[src/rtl/bcd_calc_pkg.sv]
// Shared definitions for the BCD calculator engine.
// Contents: key-code constants, the controller state encoding and the
// function giving the binary width of a DIGITS-digit decimal operand.
package bcd_calc_pkg;

  localparam logic [4:0] KEY_ADD   = 5'h0A;
  localparam logic [4:0] KEY_SUB   = 5'h0B;
  localparam logic [4:0] KEY_MUL   = 5'h0C;
  localparam logic [4:0] KEY_DIV   = 5'h0D;
  localparam logic [4:0] KEY_BACK  = 5'h0E;
  localparam logic [4:0] KEY_CLEAR = 5'h0F;

  typedef enum logic [2:0] {
    ST_IDLE,
    ST_LOAD,
    ST_EXEC,
    ST_CONV,
    ST_DONE
  } state_t;

  // Smallest width able to hold 10^digits - 1, i.e. ceil(log2(10^digits)).
  function automatic int calc_wb(input int digits);
    longint pow10;
    int     w;
    pow10 = 1;
    for (int i = 0; i < digits; i++) pow10 = pow10 * 10;
    w = 0;
    while ((longint'(1) << w) < pow10) w++;
    return w;
  endfunction

endpackage

[src/rtl/bcd_calc_engine_conv.sv]
// Sequential double-dabble binary-to-BCD converter.
// Ports:
//   clk, rst_n : clock and asynchronous active-low reset
//   load_i     : capture bin_i and split_i, clear the BCD accumulator
//   step_i     : perform one add-3/shift iteration
//   split_i    : 1 = convert the two WB-bit halves into two independent
//                DIGITS-digit halves, 0 = convert one 2*WB-bit value
//   bin_i      : binary value (split: {high half, low half})
//   bcd_o      : 2*DIGITS BCD digits, digit 0 in the low nibble
module bcd_dd_conv
  import bcd_calc_pkg::*;
#(
  parameter int DIGITS = 4
) (
  input  logic                          clk,
  input  logic                          rst_n,
  input  logic                          load_i,
  input  logic                          step_i,
  input  logic                          split_i,
  input  logic [2*calc_wb(DIGITS)-1:0]  bin_i,
  output logic [8*DIGITS-1:0]           bcd_o
);

  localparam int WB = calc_wb(DIGITS);

  logic [2*WB-1:0]     bin_q;
  logic [8*DIGITS-1:0] bcd_q, bcd_d;
  logic [8*DIGITS-2:0] adj;
  logic                split_q;

  function automatic logic [3:0] add3(input logic [3:0] d);
    return (d >= 4'd5) ? d + 4'd3 : d;
  endfunction

  // Add-3 correction of every digit, then shift in the next binary bit.
  // The top digit never exceeds 4 before the shift because every result
  // fits in the display, so its adjusted MSB is never needed.
  // In split mode only WB steps run, so plain left shifts of bin_q never
  // move a low-half bit up to the high-half read position.
  always_comb begin
    adj = '0;
    for (int i = 0; i < 2*DIGITS-1; i++) adj[4*i +: 4] = add3(bcd_q[4*i +: 4]);
    adj[8*DIGITS-2 -: 3] = 3'(add3(bcd_q[8*DIGITS-1 -: 4]));
    if (split_q) begin
      bcd_d = {adj[8*DIGITS-2:4*DIGITS], bin_q[2*WB-1],
               adj[4*DIGITS-2:0],        bin_q[WB-1]};
    end else begin
      bcd_d = {adj[8*DIGITS-2:0], bin_q[2*WB-1]};
    end
  end

  // Converter state: load clears the accumulator, each step shifts once.
  always_ff @(posedge clk or negedge rst_n) begin
    if (!rst_n) begin
      bin_q   <= '0;
      bcd_q   <= '0;
      split_q <= 1'b0;
    end else if (load_i) begin
      bin_q   <= bin_i;
      bcd_q   <= '0;
      split_q <= split_i;
    end else if (step_i) begin
      bin_q   <= bin_q << 1;
      bcd_q   <= bcd_d;
    end
  end

  assign bcd_o = bcd_q;

endmodule

[src/rtl/bcd_calc_engine.sv]
// Keypad-driven BCD calculator engine.
// Digit keys shift into a 2*DIGITS-digit BCD display. An operation key
// takes N1 from the low DIGITS digits and N2 from the high DIGITS digits,
// computes ADD/SUB/MUL/DIV in binary and converts the result back to BCD.
// Ports:
//   CLK, RST_N  : clock (rising edge) and asynchronous active-low reset
//   key_valid   : key_code is offered this cycle
//   key_code    : 0-9 digit, A add, B sub, C mul, D div, E back, F clear,
//                 10-1F no-op
//   key_ready   : a key is accepted this cycle (not busy)
//   busy        : an arithmetic operation is running
//   done        : single-cycle pulse in the last cycle of an operation
//   disp_data   : BCD display, nibble 0 least significant
//   neg, err    : last SUB was negative / last DIV had a zero divisor
module bcd_calc_engine
  import bcd_calc_pkg::*;
#(
  parameter int DIGITS = 4
) (
  input  logic                CLK,
  input  logic                RST_N,
  input  logic                key_valid,
  input  logic [4:0]          key_code,
  output logic                key_ready,
  output logic                busy,
  output logic                done,
  output logic [8*DIGITS-1:0] disp_data,
  output logic                neg,
  output logic                err
);

  localparam int WB = calc_wb(DIGITS);
  localparam int CW = $clog2(2*WB + 1);
  localparam logic [CW-1:0] LOAD_LAST = CW'(DIGITS - 1);
  localparam logic [CW-1:0] DIV_LAST  = CW'(WB - 1);
  localparam logic [CW-1:0] FULL_LAST = CW'(2*WB - 1);

  state_t              state_q, state_d;
  logic [4:0]          opCode_q;
  logic [WB-1:0]       n1_q, n2_q, divRem_q;
  logic [CW-1:0]       cnt_q;
  logic [8*DIGITS-1:0] disp_q;
  logic                neg_q, err_q;

  logic                accept, isDigit, isOp;
  logic [3:0]          loDigit, hiDigit;
  logic [WB-1:0]       n1Next, n2Next, quoNext, remNext;
  logic [WB:0]         divShift;
  logic [2*WB-1:0]     result;
  logic                convLoad, convStep, convSplit;
  logic [8*DIGITS-1:0] convBcd;

  assign accept  = key_valid && key_ready;
  assign isDigit = (key_code <= 5'd9);
  assign isOp    = (key_code >= KEY_ADD) && (key_code <= KEY_DIV);

  // Horner load: most significant digit first, one digit of each operand
  // per LOAD cycle.
  always_comb begin
    loDigit = '0;
    hiDigit = '0;
    for (int i = 0; i < DIGITS; i++) begin
      if (cnt_q == CW'(DIGITS - 1 - i)) begin
        loDigit = disp_q[4*i +: 4];
        hiDigit = disp_q[4*(DIGITS+i) +: 4];
      end
    end
    n1Next = n1_q * WB'(10) + {{(WB-4){1'b0}}, loDigit};
    n2Next = n2_q * WB'(10) + {{(WB-4){1'b0}}, hiDigit};
  end

  // One restoring-division step: N2 shifts out into the remainder and the
  // quotient bits shift into N2's place.
  always_comb begin
    divShift = {divRem_q, n2_q[WB-1]};
    if (divShift >= {1'b0, n1_q}) begin
      remNext = WB'(divShift - {1'b0, n1_q});
      quoNext = {n2_q[WB-2:0], 1'b1};
    end else begin
      remNext = divShift[WB-1:0];
      quoNext = {n2_q[WB-2:0], 1'b0};
    end
  end

  // Binary value handed to the converter when EXEC ends. DIV uses the
  // final step's next values since they are loaded on the same edge.
  always_comb begin
    result = '0;
    case (opCode_q)
      KEY_ADD: result = {{WB{1'b0}}, n1_q} + {{WB{1'b0}}, n2_q};
      KEY_SUB: result = (n1_q >= n2_q) ? {{WB{1'b0}}, n1_q - n2_q}
                                       : {{WB{1'b0}}, n2_q - n1_q};
      KEY_MUL: result = {{WB{1'b0}}, n1_q} * {{WB{1'b0}}, n2_q};
      KEY_DIV: result = {quoNext, remNext};
      default: result = '0;
    endcase
  end

  // State register.
  always_ff @(posedge CLK or negedge RST_N) begin
    if (!RST_N) state_q <= ST_IDLE;
    else        state_q <= state_d;
  end

  // Next-state logic. A zero divisor skips EXEC and CONV entirely.
  always_comb begin
    state_d = state_q;
    case (state_q)
      ST_IDLE: if (accept && isOp) state_d = ST_LOAD;
      ST_LOAD: if (cnt_q == LOAD_LAST)
                 state_d = (opCode_q == KEY_DIV && n1Next == '0) ? ST_DONE : ST_EXEC;
      ST_EXEC: if (opCode_q != KEY_DIV || cnt_q == DIV_LAST) state_d = ST_CONV;
      ST_CONV: if (cnt_q == ((opCode_q == KEY_DIV) ? DIV_LAST : FULL_LAST))
                 state_d = ST_DONE;
      ST_DONE: state_d = ST_IDLE;
      default: state_d = ST_IDLE;
    endcase
  end

  // Outputs and converter controls decoded from the current state.
  always_comb begin
    busy      = (state_q != ST_IDLE);
    key_ready = (state_q == ST_IDLE);
    done      = (state_q == ST_DONE);
    convLoad  = (state_q == ST_EXEC) && (state_d == ST_CONV);
    convStep  = (state_q == ST_CONV);
    convSplit = (opCode_q == KEY_DIV);
  end

  // Datapath: key handling in IDLE, operand load, division steps and the
  // final display/flag write in DONE. The cycle counter restarts on every
  // state change.
  always_ff @(posedge CLK or negedge RST_N) begin
    if (!RST_N) begin
      cnt_q    <= '0;
      opCode_q <= '0;
      n1_q     <= '0;
      n2_q     <= '0;
      divRem_q <= '0;
      disp_q   <= '0;
      neg_q    <= 1'b0;
      err_q    <= 1'b0;
    end else begin
      if (state_q == ST_IDLE || state_d != state_q) cnt_q <= '0;
      else                                          cnt_q <= cnt_q + CW'(1);
      case (state_q)
        ST_IDLE: begin
          if (accept) begin
            neg_q <= 1'b0;
            err_q <= 1'b0;
            if (isDigit) begin
              disp_q <= {disp_q[8*DIGITS-5:0], key_code[3:0]};
            end else if (key_code == KEY_BACK) begin
              disp_q <= {4'h0, disp_q[8*DIGITS-1:4]};
            end else if (key_code == KEY_CLEAR) begin
              disp_q <= '0;
            end else if (isOp) begin
              opCode_q <= key_code;
              n1_q     <= '0;
              n2_q     <= '0;
              divRem_q <= '0;
            end
          end
        end
        ST_LOAD: begin
          n1_q <= n1Next;
          n2_q <= n2Next;
        end
        ST_EXEC: begin
          if (opCode_q == KEY_DIV) begin
            n2_q     <= quoNext;
            divRem_q <= remNext;
          end
        end
        ST_DONE: begin
          if (opCode_q == KEY_DIV && n1_q == '0) begin
            err_q <= 1'b1;
          end else begin
            disp_q <= convBcd;
            neg_q  <= (opCode_q == KEY_SUB) && (n1_q < n2_q);
          end
        end
        default: ;
      endcase
    end
  end

  bcd_dd_conv #(.DIGITS(DIGITS)) u_conv (
    .clk     (CLK),
    .rst_n   (RST_N),
    .load_i  (convLoad),
    .step_i  (convStep),
    .split_i (convSplit),
    .bin_i   (result),
    .bcd_o   (convBcd)
  );

  assign disp_data = disp_q;
  assign neg       = neg_q;
  assign err       = err_q;

endmodule

[config.mk]
export PLATFORM = sky130hd
export DESIGN_NAME = bcd_calc_engine
export DESIGN_NICKNAME = d
export VERILOG_FILES = /design/src/rtl/bcd_calc_pkg.sv /design/src/rtl/bcd_calc_engine_conv.sv /design/src/rtl/bcd_calc_engine.sv
export SDC_FILE = /design/constraint.sdc
export NUM_CORES = 1
export LEC_CHECK = 0
export CORE_ASPECT_RATIO = 1.5
export CORE_UTILIZATION = 45
export CTS_BUF_LIST = sky130_fd_sc_hd__clkbuf_16
export CTS_CLUSTER_SIZE = 24
export DETAILED_ROUTE_END_ITERATION = 10
export HOLD_SLACK_MARGIN = 0.1
export PLACE_DENSITY_LB_ADDON = 0.3
export SKIP_LAST_GASP = 1
export SYNTH_ARGS = -nofsm -noshare
export SYNTH_HDL_FRONTEND = slang
export SYNTH_SLANG_ARGS = --single-unit
[constraint.sdc]
create_clock -name CLK -period 7.8 [get_ports CLK]
set_clock_uncertainty 0.05 [all_clocks]
set_input_delay 1.56 -clock CLK [delete_from_list [all_inputs] [get_ports CLK]]
set_output_delay 1.56 -clock CLK [all_outputs]
set_load 0.02 [all_outputs]
==> results of run 1 <==
## cells by family after synthesis
kind of cell	Yosys count
compound gates	568
xor+xnor	102
fa+ha+maj	361
buf+inv	360
flops	150
mux	24
simple gates	710
## flip-flops by register name, summed over array words and instances (netlist names)
register / cells
state_q: 3
neg: 1
disp_data: 32
u_conv.bcd_o: 32
u_conv.split_q: 1
opCode_q: 5
err: 1
cnt_q: 5
u_conv.bin_q: 28
n1_q: 14
n2_q: 14
divRem_q: 14
## path summary, 6_finish.rpt
kind / start / endpoint / slack (ns) / cells after the start
setup / recovery: n1_q[10] / u_conv.bin_q[27] / 0.81 / 21
hold / removal: divRem_q[6] / divRem_q[6] / 0.46 / 2
setup reg to reg: n1_q[10] / u_conv.bin_q[27] / 0.81 / 21
hold reg to reg: divRem_q[6] / divRem_q[6] / 0.46 / 2
max in group asynchronous: RST_N / u_conv.bin_q[9] / 5.09 / 2
min in group asynchronous: RST_N / disp_data[26] / 1.10 / 1
## cell usage after synthesis (5+ instances only)
| cell type | number | area (um^2) |
|---|---|---|
| o31a_1 | 5 | 43.8 |
| inv_1 | 239 | 897 |
| buf_1 | 8 | 30.0 |
| o21ai_0 | 141 | 706 |
| nor3_1 | 43 | 215 |
| nand3_1 | 40 | 200 |
| nor4_1 | 5 | 31.3 |
| ha_1 | 212 | 2650 |
| and3_1 | 18 | 113 |
| and2_1 | 8 | 50.1 |
| o21a_1 | 12 | 90.1 |
| clkbuf_1 | 94 | 353 |
| a21o_1 | 39 | 293 |
| a31oi_1 | 20 | 125 |
| nor2b_1 | 18 | 113 |
| a21oi_1 | 176 | 881 |
| nor2_1 | 245 | 920 |
| fa_1 | 149 | 2980 |
| o31ai_1 | 12 | 90.1 |
| a211oi_1 | 19 | 143 |
| o22a_1 | 5 | 43.8 |
| a32o_1 | 7 | 70.1 |
| mux2i_1 | 20 | 200 |
| or2_2 | 6 | 37.5 |
| nand2b_1 | 20 | 125 |
| clkinv_1 | 10 | 37.5 |
| o211ai_1 | 6 | 45.0 |
| o21bai_1 | 6 | 45.0 |
| nand3b_1 | 6 | 45.0 |
| a21boi_0 | 6 | 45.0 |
| nand2_1 | 265 | 995 |
| dfrtp_1 | 150 | 3750 |
| a221oi_1 | 17 | 149 |
| nand4_1 | 9 | 56.3 |
| o22ai_1 | 24 | 150 |
| xnor2_1 | 67 | 587 |
| a221o_1 | 29 | 290 |
| or3_1 | 5 | 31.3 |
| xor2_1 | 34 | 298 |
## critical path, cell delays in order (launching register included)
cell and delay, ns:
dfrtp_1 0.74, clkinv_1 0.45, nor2_1 0.24, fa_1 0.44
inv_1 0.09, fa_1 0.39, inv_1 0.09, fa_1 0.43
fa_1 0.51, fa_1 0.56, inv_1 0.06, fa_1 0.53
inv_1 0.04, ha_1 0.40, nand4_1 0.18, or3_1 0.43
o21ai_0 0.30, a21oi_1 0.15, o21ai_0 0.30, a41oi_1 0.18
xnor2_1 0.16, o21a_1 0.17
## cell type report
| type | instances | area (um^2) |
|---|---|---|
| Clock inverter | 15 | 156 |
| Sequential cell | 150 | 3750 |
| Clock buffer | 17 | 425 |
| Multi-Input combinational cell | 1765 | 13600 |
| Tap cell | 511 | 639 |
| Fill cell | 4009 | 20700 |
| Inverter | 253 | 950 |
| Timing Repair Buffer | 95 | 825 |
## metrics by stage
stage               util (%)  total power [mW]  instance area, um^2
finish                  49.6              9.87                20300
global route            49.6              10.7                20300
CTS                     49.6              9.77                20300
detailed placement      48.2              8.84                19800
global placement        48.2              8.79                19800
floorplan                  -              6.55                18700
## power by group through the flow
stage	Sequential, mW	Combinational, mW	Clock [mW]
floorplan	1.27	5.28	0
global placement	1.43	7.36	0
detailed placement	1.44	7.40	0
global route	1.46	8.30	0.897
finish	1.44	7.58	0.859
CTS	1.43	7.47	0.873
## routing by layer
layer  up-vias  track usage, %  part of all wire [%]  wire, um
li1       7754               -                     -         -
met1      8488            33.6                    35     23600
met2       719            57.7                    50     33700
met3       298            5.98                   5.6      3830
met4         0            29.1                    10      6810
met5         -               0                     0         0
==> results.json, run 1 <==
{
  "tightest_slew_ns": 1.12,
  "max_slew_margin_pct": 24.9,
  "yosys_warnings": 0,
  "synth_top_family_by_area": "adder cells",
  "dp_cells": 2774,
  "layout_common_cells": "nand2_1 (265), nor2_1 (245), inv_1 (239), ha_1 (212), a21oi_1 (174)",
  "hpwl_mm": 52.9,
  "hold_viol": 0,
  "worstSkewPairLatency_ns": 0.46,
  "avgViaCountPerCell": 6.15,
  "clock_sinks": 150,
  "cts_tree": "built",
  "ant_nets": 0,
  "power_density_mw_per_mm2": 486,
  "num-nets-final": 2651,
  "async_flop_share_pct": 100,
  "hp-class": "register to register",
  "period_share_pct": 89.6,
  "io_buffers": 44,
  "synth.distinct_cells": 82,
  "htreeDepth": 4,
  "p_leak_nw": 9.64,
  "worstSetupEndpointType": "register",
  "die_area_mm2": 0.0423,
  "worst-path-max-fanout": 14,
  "start_kind": "register",
  "synth_xor_area_share_pct": 4.86,
  "ys_seq_area_share_pct": 20.1,
  "ys_seq_elements": 150,
  "cts_inserted_buffers": 17,
  "detail_route.wl_per_cell_um": 24.2,
  "clkPwrFrac_pct": 8.7,
  "max_freq_mhz": 143,
  "layout_commonest_cell": "nand2_1",
  "final_cell_count_no_fill": 2806,
  "rows": 91,
  "synth_edf_count": 0,
  "antenna_found_initial": 0,
  "grt_start_max_net_pins": 77,
  "drc": 0,
  "ios": 45,
  "synth_cells": 2275,
  "syn_area_per_cell_um2": 8.21,
  "die_h_um": 251,
  "cts-root-buf": "clkbuf_16",
  "area_growth_pct": 8.93,
  "grt_pass1_vias": 17900,
  "die_x_um": 168,
  "drt_iter0_markers": 1489,
  "path_clk_slew_ns": 0.08,
  "core_area_mm2": 0.0410,
  "status": "completed",
  "synth-simple-area-share_pct": 16.8,
  "ys.flop_type": "dfrtp_1",
  "holdBufCountCts": 0,
  "place_ws_ns": 0.848,
  "vias": 17300,
  "cap_violations": 0,
  "synth_mux_area_share_pct": 1.31,
  "synth_compound_area_share_pct": 19.4,
  "max-vdd-ir-drop_uv": 288,
  "holdWs_ns": 0.460,
  "drive_above_1_share_pct": 5.32,
  "post_cts_buffers": 0,
  "intPower_mw": 4.28,
  "seq_power_share_pct": 14.6,
  "netSwitchingFraction_pct": 56.6,
  "cp.required_ns": 8.11,
  "grt_usage_pct": 33.0,
  "grt_pass1_wl_mm": 104,
  "syn_area_mm2": 0.0187,
  "gr-total-overflow": 0,
  "critPathKind": "register to register",
  "fin_ws_ns": 0.811,
  "antennaDiodeCount": 0,
  "syn_nets": 2644,
  "p_comb_share_pct": 76.7,
  "power.switching_mw": 5.59,
  "gp_congestion": 0.979,
  "fin_crit_ns": 6.99,
  "dr.pass1.iters": 6,
  "clock_path_buffers": 2,
  "synth-adder-area-share_pct": 30.2,
  "rsz0062_at_grt": "false",
  "setup_viol": 0,
  "cts_resized": 0,
  "arrival_ns": 7.29,
  "slew_viol_final": 0,
  "routed_wl_mm": 67.9,
  "start_util_pct": 45.5,
  "timing.setup.tns_ns": 0
}
Note: power is estimated with default switching activity, not from simulation.
==> run 2: changes to the inputs <==
GPL_TIMING_DRIVEN = 1   (was default)
==> results of run 2 <==
Same layout as run 1: the final DEF is identical, and so are final timing and power.
==> run 3: changes to the inputs <==
CAP_MARGIN = 10   (was default)
==> results of run 3 <==
Same layout as run 1: the final DEF is identical, and so are final timing and power.
